## src/rtl/fta_bus_pkg.sv

```systemverilog
// Shared FTA bus command types used by the request queue and its storage.
package fta_bus_pkg;

   typedef struct packed {
      logic [3:0] core;
      logic [2:0] channel;
      logic [7:0] tranid;
   } fta_tranid_t;

   typedef struct packed {
      fta_tranid_t   tid;
      logic          cyc;
      logic          stb;
      logic          we;
      logic [15:0]   sel;
      logic [31:0]   padr;
      logic [127:0]  dat;
   } fta_cmd_request128_t;

   typedef struct packed {
      fta_tranid_t   tid;
      logic          ack;
      logic          rty;
      logic [31:0]   adr;
      logic [127:0]  dat;
   } fta_cmd_response128_t;

endpackage

```

## src/rtl/fta_reqq_store.sv

```systemverilog
// Request storage: DEPTH x request register array, one write port, one async read port.
module fta_reqq_store
   import fta_bus_pkg::*;
#(
   parameter  int DEPTH = 4,
   localparam int AW    = $clog2(DEPTH)
) (
   input  logic                clk,
   input  logic                we_i,
   input  logic [AW-1:0]       waddr_i,
   input  fta_cmd_request128_t wdata_i,
   input  logic [AW-1:0]       raddr_i,
   output fta_cmd_request128_t rdata_o
);

   fta_cmd_request128_t mem_q [DEPTH];

   // Capture an accepted request into its slot.
   // NOTE: payload storage has no reset; validity is tracked by the pointers/count, so clearing data buys nothing.
   always_ff @(posedge clk) begin
      if (we_i) mem_q[waddr_i] <= wdata_i;
   end

   assign rdata_o = mem_q[raddr_i];

endmodule

```

## src/rtl/fta_req_queue.sv

```systemverilog
// Registered request queue between the MPU arbiter and the system bus.
// Upstream sees an immediate accept/retry based only on fullness; downstream
// sees the head entry held stable until the bus stops retrying it. Bus
// responses return upstream through a single register stage.
module fta_req_queue
   import fta_bus_pkg::*;
#(
   parameter  int DEPTH       = 4,   // power of two, >= 2
   parameter  int RETRY_LIMIT = 15,
   localparam int AW          = $clog2(DEPTH),
   localparam int CW          = AW + 1,
   localparam int RW          = $clog2(RETRY_LIMIT + 1)
) (
   input  logic                 clk,
   input  logic                 rst_n,
   input  fta_cmd_request128_t  up_req,
   output fta_cmd_response128_t up_resp,
   output fta_cmd_request128_t  dn_req,
   input  fta_cmd_response128_t dn_resp,
   output logic                 full_o,
   output logic                 empty_o,
   output logic [CW-1:0]        count_o,
   output logic                 retry_err_o
);

   typedef enum logic [1:0] {
      IDLE,
      ISSUE,
      STALL
   } state_e;

   state_e               state_q, state_d;
   logic [AW-1:0]        wr_ptr_q, wr_ptr_d;
   logic [AW-1:0]        rd_ptr_q, rd_ptr_d;
   logic [CW-1:0]        count_q, count_d;
   logic [RW-1:0]        rcnt_q, rcnt_d;
   logic                 err_q, err_d;
   fta_cmd_response128_t resp_q, resp_d;

   logic                 full;
   logic                 push;
   logic                 pop;
   fta_cmd_request128_t  head;

   // Fullness alone decides accept/retry, so no downstream path reaches up_resp.rty.
   assign full = (count_q == CW'(DEPTH));
   assign push = up_req.cyc & ~full;

   fta_reqq_store #(.DEPTH(DEPTH)) u_store (
      .clk     (clk),
      .we_i    (push),
      .waddr_i (wr_ptr_q),
      .wdata_i (up_req),
      .raddr_i (rd_ptr_q),
      .rdata_o (head)
   );

   // FSM state register.
   // NOTE: sequential state uses non-blocking assignments so every flop samples pre-edge values.
   always_ff @(posedge clk or negedge rst_n) begin
      if (!rst_n) state_q <= IDLE;
      else        state_q <= state_d;
   end

   // FSM next state: leave IDLE as soon as anything is queued, stall while the bus retries.
   always_comb begin
      // NOTE: default assignment first keeps this combinational block free of latches.
      state_d = state_q;
      unique case (state_q)
         IDLE:         if (count_d != '0) state_d = ISSUE;
         ISSUE, STALL: begin
            if (dn_resp.rty)         state_d = STALL;
            else if (count_d != '0)  state_d = ISSUE;
            else                     state_d = IDLE;
         end
         default:                    state_d = IDLE;
      endcase
   end

   // FSM outputs: present the head entry while issuing; pop when the bus does not retry.
   always_comb begin
      dn_req = '0;
      pop    = 1'b0;
      if (state_q != IDLE) begin
         dn_req = head;
         pop    = ~dn_resp.rty;
      end
   end

   // Pointer and occupancy update; simultaneous push and pop leave count unchanged.
   always_comb begin
      wr_ptr_d = wr_ptr_q;
      rd_ptr_d = rd_ptr_q;
      count_d  = count_q;
      if (push) wr_ptr_d = wr_ptr_q + 1'b1;
      if (pop)  rd_ptr_d = rd_ptr_q + 1'b1;
      unique case ({push, pop})
         2'b10:   count_d = count_q + 1'b1;
         2'b01:   count_d = count_q - 1'b1;
         default: count_d = count_q;
      endcase
   end

   // Consecutive-retry counter on the head entry and the sticky error it raises.
   always_comb begin
      rcnt_d = rcnt_q;
      if (state_q != IDLE) begin
         if (!dn_resp.rty)                   rcnt_d = '0;
         else if (rcnt_q != RW'(RETRY_LIMIT)) rcnt_d = rcnt_q + 1'b1;
      end
      err_d = err_q | (rcnt_d == RW'(RETRY_LIMIT));
   end

   // Response stage: pass the bus response through with its retry bit cleared.
   always_comb begin
      resp_d     = dn_resp;
      resp_d.rty = 1'b0;
   end

   // Queue bookkeeping, retry tracking and response registers.
   always_ff @(posedge clk or negedge rst_n) begin
      if (!rst_n) begin
         wr_ptr_q <= '0;
         rd_ptr_q <= '0;
         count_q  <= '0;
         rcnt_q   <= '0;
         err_q    <= 1'b0;
         resp_q   <= '0;
      end else begin
         wr_ptr_q <= wr_ptr_d;
         rd_ptr_q <= rd_ptr_d;
         count_q  <= count_d;
         rcnt_q   <= rcnt_d;
         err_q    <= err_d;
         resp_q   <= resp_d;
      end
   end

   // Upstream response: registered bus response plus the live accept/retry bit.
   always_comb begin
      up_resp     = resp_q;
      up_resp.rty = up_req.cyc & full;
   end

   assign full_o      = full;
   assign empty_o     = (count_q == '0);
   assign count_o     = count_q;
   assign retry_err_o = err_q;

endmodule

```

## config.mk

```make
export PLATFORM = sky130hd
export DESIGN_NAME = fta_req_queue
export DESIGN_NICKNAME = d
export VERILOG_FILES = /design/src/rtl/fta_bus_pkg.sv /design/src/rtl/fta_reqq_store.sv /design/src/rtl/fta_req_queue.sv
export SDC_FILE = /design/constraint.sdc
export NUM_CORES = 1
export LEC_CHECK = 0
export ABC_AREA = 1
export CAP_MARGIN = 20
export CORE_AREA = 2 2 451 319
export CTS_CLUSTER_DIAMETER = 60
export DETAILED_ROUTE_END_ITERATION = 16
export DIE_AREA = 0 0 453 321
export GPL_ROUTABILITY_DRIVEN = 0
export MAX_ROUTING_LAYER = met4
export PLACE_DENSITY = 0.56
export SLEW_MARGIN = 20
export SYNTH_ARGS = -nofsm -noshare
export SYNTH_HDL_FRONTEND = slang
export SYNTH_SLANG_ARGS = --single-unit
```

## constraint.sdc

```tcl
create_clock -name clk -period 16.5 [get_ports clk]
set_input_delay 3.3 -clock clk [delete_from_list [all_inputs] [get_ports clk]]
set_output_delay 3.3 -clock clk [all_outputs]
set_load 0.03 [all_outputs]
```

==> impl_metrics.csv, run 1 <==
group,metric,value,unit
power_and_ir_drop,vdd_drop_max,0.125,mV
timing,fmax,118,MHz
global_routing,grt-ovfl-total,0,
final_layout,final_common_cell,"nor2_1",
detailed_routing,ant_nets,0,
floorplan,die_w,453,µm
detailed_routing,drt_pass1_iterations,7,
synth,mappedNetlistNets,2962,
setup_path,reg2regPathDepth,6,
setup_path,required,13.20,ns
detailed_routing,drc,0,
setup_path,cp-end-kind,"output port",
setup_path,startpoint,"rd_ptr_q[0]$_DFFE_PN0P_",
synth,ys_seq_elements,966,
timing,fin_ws,8.05,ns
synth,synth_edf_count,776,
floorplan,row_count,116,
timing,period_share,51.2,%
global_routing,grt_max_degree,153,
power_and_ir_drop,p_leak,16.5,nW
floorplan,die_h,321,µm
cts,clkSlewWorstSetupHoldPaths,0.06,ns
final_layout,final_layout_size_suffix_gt1_share,5.96,%
detailed_routing,routed_via_density,4.30,
timing,fin_skew,0.0258,ns
global_routing,grt_pass1_vias,21900,
detailed_routing,wirelength,111000,µm
status,status,"finished, final reports clean",
hold_path,worstHoldPathType,"reg2reg",
setup_path,cp.arrival,5.15,ns
cts,cts_tree,"built",
synth,syn-cell-area,35100,µm²
hold_path,min_from,"retry_err_o$_DFF_PN0_",
floorplan,initial_core_util,24.8,%
cts,insertion_delay,0.72,ns
synth,yosys_warnings,0,
place,pre_cts_ws,8.43,ns
synth,synth_top_area_share,66.4,%
timing,tns,0,ns
place,place_inst,5100,
cts,cts_root_buffer,"clkbuf_16",
timing,rsz0062_at_grt,"no",
timing,worstMarginPinSlew,1.08,ns
timing,setup_viol,0,
synth,synth_top_area_cell,"edfxtp_1",
detailed_routing,wl_per_cell,20.9,µm
synth,ys_top_cells_by_area,"edfxtp_1 66%, dfrtp_1 14%, nor2_1 8.5%, o21ai_1 3.3%, a21oi_1 2.8%",
timing,hold_violations,0,
setup_path,rrSetupSlack,12.66,ns
hold_path,whs_path_depth,2,
final_layout,final_net_count,3701,
timing,slew_violations,0,
cts,cts_setup_buffers,0,
global_routing,antenna_found_initial,16,
setup_path,worst_r2r_startpoint,"count_o[0]$_DFF_PN0_",
place,io_buffers,749,
global_routing,grt_usage,15.3,%
setup_path,r2r-end,"u_store.mem_q[3][94]$_DFFE_PP_",
final_layout,final_cell_mix,"788 x nor2_1, 776 x edfxtp_1, 748 x clkdlybuf4s50_1",
final_layout,syn_to_final_growth,36.9,%
floorplan,coreArea,142000,µm²
cts,postCtsHoldBufs,0,
setup_path,start_kind,"flop",
power_and_ir_drop,power_density,190,nW/µm²
place,dpl.hpwl,71600,µm
cts,cts.path.max_buffers,3,
setup_path,path_max_fanout,152,
detailed_routing,vias,22800,
global_routing,grt_pass1_wl,158000,µm
synth,netlist_instances,2580,
final_layout,fin_cells,5305,
floorplan,dieArea,145000,µm²
cts,numCtsBuffers,105,
floorplan,ioPinCount,750,
cts,htreeDepth,3,
cts,cts-resized-gates,0,
synth,seq_area_frac_synth,80.0,%
timing,relSlewSlack,28.3,%
setup_path,critical_path_class,"reg2out",
flow_run,max_cap_violations,0,
timing,period_needed,8.45,ns
synth,postSynthAreaPerCell,13.6,µm²
synth,ys.flop_type,"edfxtp_1",
cts,cts.sinks,966,
hold_path,min_to,"retry_err_o$_DFF_PN0_",
synth,synth.distinct_cells,20,
synth,async_flop_share,19.7,%
detailed_routing,drtIter0Drc,1894,
## where the power goes
group          internal [W]  switching, W  total [W]  leakage [nW]
registers           0.00310      0.000125    0.00322          9.33
logic               0.00116       0.00244    0.00360          5.50
clock network       0.00131       0.00101    0.00232          1.65
## cell type report
class	instances	area [µm²]
fillers	13800	93500
flip-flops and latches	966	28100
repair buffers	783	7770
multi-input cells	1432	6270
clock buffers	124	2700
well taps	1888	2360
clock inverters	68	704
inverters	31	131
diodes	13	32.5
## critical path: stages (launching register included)
cell,delay (ns)
dfrtp_4,0.71
inv_8,0.65
buf_4,0.81
buf_4,0.79
o21ai_0,0.22
a21oi_1,0.22
clkdlybuf4s50_1,0.71
## metrics by stage
stage | instance area [µm²] | total power [W] | utilization, % | hold slack, ns
3_3_place_gp | 44600 | 0.00691 | 31.5 | 0.451
4_1_cts | 48000 | 0.00929 | 33.9 | 0.466
3_5_place_dp | 44600 | 0.00693 | 31.5 | 0.449
2_1_floorplan | 35100 | 0.00551 | - | 0.490
6_report | 48000 | 0.00915 | 33.9 | 0.461
5_1_grt | 48000 | 0.00964 | 33.9 | 0.481
## synthesized netlist by cell type (2+ instances only)
| cell | instances |
|---|---|
| nand2_1 | 25 |
| o21ai_1 | 229 |
| dfrtp_1 | 190 |
| clkbuf_1 | 74 |
| o21ai_0 | 162 |
| inv_1 | 29 |
| buf_1 | 5 |
| buf_2 | 60 |
| nor2_1 | 792 |
| buf_4 | 11 |
| xor2_1 | 2 |
| inv_2 | 2 |
| edfxtp_1 | 776 |
| a21oi_1 | 199 |
| nand4_1 | 2 |
| nand3_1 | 11 |
| ha_1 | 8 |
## logic make-up after synthesis
family | Yosys count | synth area share (%)
compound gates | 590 | 8.42
fa+ha+maj | 9 | 0.342
flops | 966 | 80.0
xor+xnor | 2 | 0.0499
simple gates | 831 | 8.95
buf+inv | 182 | 2.28
## how the worst max path moves through the flow
stage                                    end  depth (start not counted)
2_1_floorplan  u_store.mem_q[0][0]$_DFFE_PP_                          2
5_1_grt                           dn_req[82]                          6
6_report                          dn_req[98]                          6
3_5_place_dp                    up_resp[160]                          4
4_1_cts                          dn_req[112]                          6
3_3_place_gp                    up_resp[160]                          4
## registers in the layout, summed over array words and instances, names as in the netlist
register,count
rd_ptr_q,2
rcnt_q,4
wr_ptr_q,2
u_store.mem_q,776
count_o,3
retry_err_o,1
up_resp,176
state_q,2
## per-layer routing
| metal | share of wire, % | track usage, % | vias up |
|---|---|---|---|
| met1 | 46 | 21.1 | 11500 |
| met3 | 6.9 | 4.46 | 122 |
| met4 | 1.5 | 3.22 | 0 |
| met2 | 45 | 22.2 | 621 |
| met5 | 0 | - | - |
| li1 | - | - | 10600 |
(Power assumes the default switching activity.)
==> inputs of run 2 (changes only) <==
Settings changed: PLACE_DENSITY 0.56 to 0.58.
Clock period 16.5 ns to 7.2 ns, I/O delays scaled along.
==> run 2 against run 1 <==
Against the previous run:
- critical path depth shrank 1
- first-iteration DRC count shrank 16%
- via count down 0.75%
- clock power rose by 120%
- flip-flop and latch count unchanged
- core utilization barely moved
- clock skew down 0.0020 ns
- power rose by 130%
- non-clock buffer count is 8 lower
==> impl_metrics.csv, run 2 (synthesized netlist as in run 1, its figures left out) <==
group,metric,value,unit
status,status,"finished, final reports clean",
detailed_routing,top_layer,"met4",
detailed_routing,dr_wl_met2,49500,µm
timing,fmax,186,MHz
power_and_ir_drop,p_leak,16.4,nW
timing,rsz0062_at_grt,"no",
timing,hold_violations,0,
detailed_routing,drt_pass1_iterations,5,
global_routing,grt_usage,15.3,%
detailed_routing,dr_wl_met3,8020,µm
power_and_ir_drop,vdd_drop_max,0.278,mV
floorplan,initial_core_util,24.8,%
power_and_ir_drop,power_density,432,nW/µm²
global_routing,grt_max_degree,197,
final_layout,regMostFlops,"u_store.mem_q",
detailed_routing,wl_per_cell,20.7,µm
place,dpl.hpwl,69600,µm
final_layout,post-route-util,33.9,%
place,place_area,44700,µm²
setup_path,required,5.76,ns
timing,setup_viol,0,
cts,cts_root_buffer,"clkbuf_16",
place,io_buffers,749,
cts,numCtsBuffers,103,
final_layout,largest_reg_flops,776,
setup_path,cp.arrival,3.95,ns
floorplan,die_w,453,µm
floorplan,row_count,116,
cts,cts_tree,"built",
cts,htreeDepth,3,
global_routing,grt_pass1_wl,159000,µm
timing,period_share,74.8,%
final_layout,final_layout_size_suffix_gt1_share,5.41,%
cts,cts-resized-gates,0,
setup_path,cp-end-kind,"output port",
detailed_routing,wirelength,110000,µm
floorplan,ioPinCount,750,
setup_path,critical_path_class,"reg2out",
cts,clkSlewWorstSetupHoldPaths,0.06,ns
final_layout,final_common_cell,"nor2_1",
final_layout,regArea,28100,µm²
detailed_routing,drtIter0Drc,1595,
flow_run,max_cap_violations,0,
cts,postCtsHoldBufs,0,
detailed_routing,m1WireLength,50200,µm
floorplan,coreArea,142000,µm²
cts,cts_setup_buffers,0,
cts,cts.path.max_buffers,3,
detailed_routing,vias,22600,
timing,fin_hold_ws,0.465,ns
floorplan,die_h,321,µm
global_routing,antenna_found_initial,17,
global_routing,grt-ovfl-total,0,
detailed_routing,drc,0,
timing,worstMarginPinSlew,1.22,ns
global_routing,grt_pass1_vias,22300,
final_layout,syn_to_final_growth,36.8,%
cts,cts.sinks,966,
cts,insertion_delay,0.73,ns
final_layout,nFillCells,13700,
timing,period_needed,5.39,ns
setup_path,start_kind,"flop",
hold_path,worstHoldPathType,"reg2reg",
final_layout,stdcell_area,48000,µm²
final_layout,final_net_count,3691,
setup_path,path_max_fanout,122,
final_layout,final_cell_mix,"788 x nor2_1, 776 x edfxtp_1, 748 x clkdlybuf4s50_1",
final_layout,multi_input_area,6270,µm²
detailed_routing,routed_via_density,4.27,
detailed_routing,ant_nets,0,
timing,slew_violations,0,
timing,relSlewSlack,18.6,%
timing,fin_skew,0.0238,ns
floorplan,dieArea,145000,µm²
## run 2: cell count changes in the layout (fill, tap and decap cells not counted), moves of 2 or more
| cell | delta |
|---|---|
| inv_8 | -2 |
| clkbuf_1 | -4 |
| clkinv_8 | +6 |
| buf_12 | +16 |
| clkinv_1 | +17 |
| bufinv_16 | -7 |
| clkinv_4 | -7 |
| clkbuf_16 | -2 |
| buf_4 | -24 |
## run 2: path summary, 6_finish.rpt
path,cells past startpoint,slack [ns],start,end
setup / recovery,5,1.81,rd_ptr_q[0]$_DFFE_PN0P_,dn_req[115]
hold / removal,2,0.47,retry_err_o$_DFF_PN0_,retry_err_o$_DFF_PN0_
setup reg to reg,6,4.18,count_o[0]$_DFF_PN0_,u_store.mem_q[2][46]$_DFFE_PP_
hold reg to reg,2,0.47,retry_err_o$_DFF_PN0_,retry_err_o$_DFF_PN0_
max in group asynchronous,2,5.33,rst_n,up_resp[101]$_DFF_PN0_
min in group asynchronous,1,0.62,rst_n,up_resp[144]$_DFF_PN0_
## run 2: metrics by stage
stage	power, W	std cells	setup slack, ns	setup TNS (ns)
final	0.0207	5300	1.81	0
after global routing	0.0218	5297	1.56	0
after CTS	0.0210	5286	1.71	0
after floorplan	0.0126	2580	-3.22	-2499.03
after detailed placement	0.0159	5092	2.55	0
after global placement	0.0159	5092	2.58	0
## run 2: layout make-up
class	instances	area share [%]
diodes	14	0.0730
clock buffers	119	5.52
clock inverters	75	1.18
inverters	31	0.269
multi-input cells	1432	13.1
flip-flops and latches	966	58.5
well taps	1888	4.92
repair buffers	775	16.5
## run 2: power breakdown
group | switching, W | internal (W) | total [W]
registers | 0.000301 | 0.00709 | 0.00739
clock network | 0.00231 | 0.00271 | 0.00502
logic | 0.00557 | 0.00273 | 0.00830
total | 0.00818 | 0.0125 | 0.0207
## run 2: critical path: stages, from the launching register on
cell and delay [ns]:
dfrtp_4 0.71, inv_8 0.62, buf_12 0.48, o21ai_0 0.17, a21oi_1 0.28, clkdlybuf4s50_1 0.74
## run 2: per-layer routing
layer  GRT usage, %  vias to the layer above
li1               -                    10600
met1           20.6                    11300
met2           22.2                      601
met3           4.90                      128
met4           3.64                        0
met5              -                        -
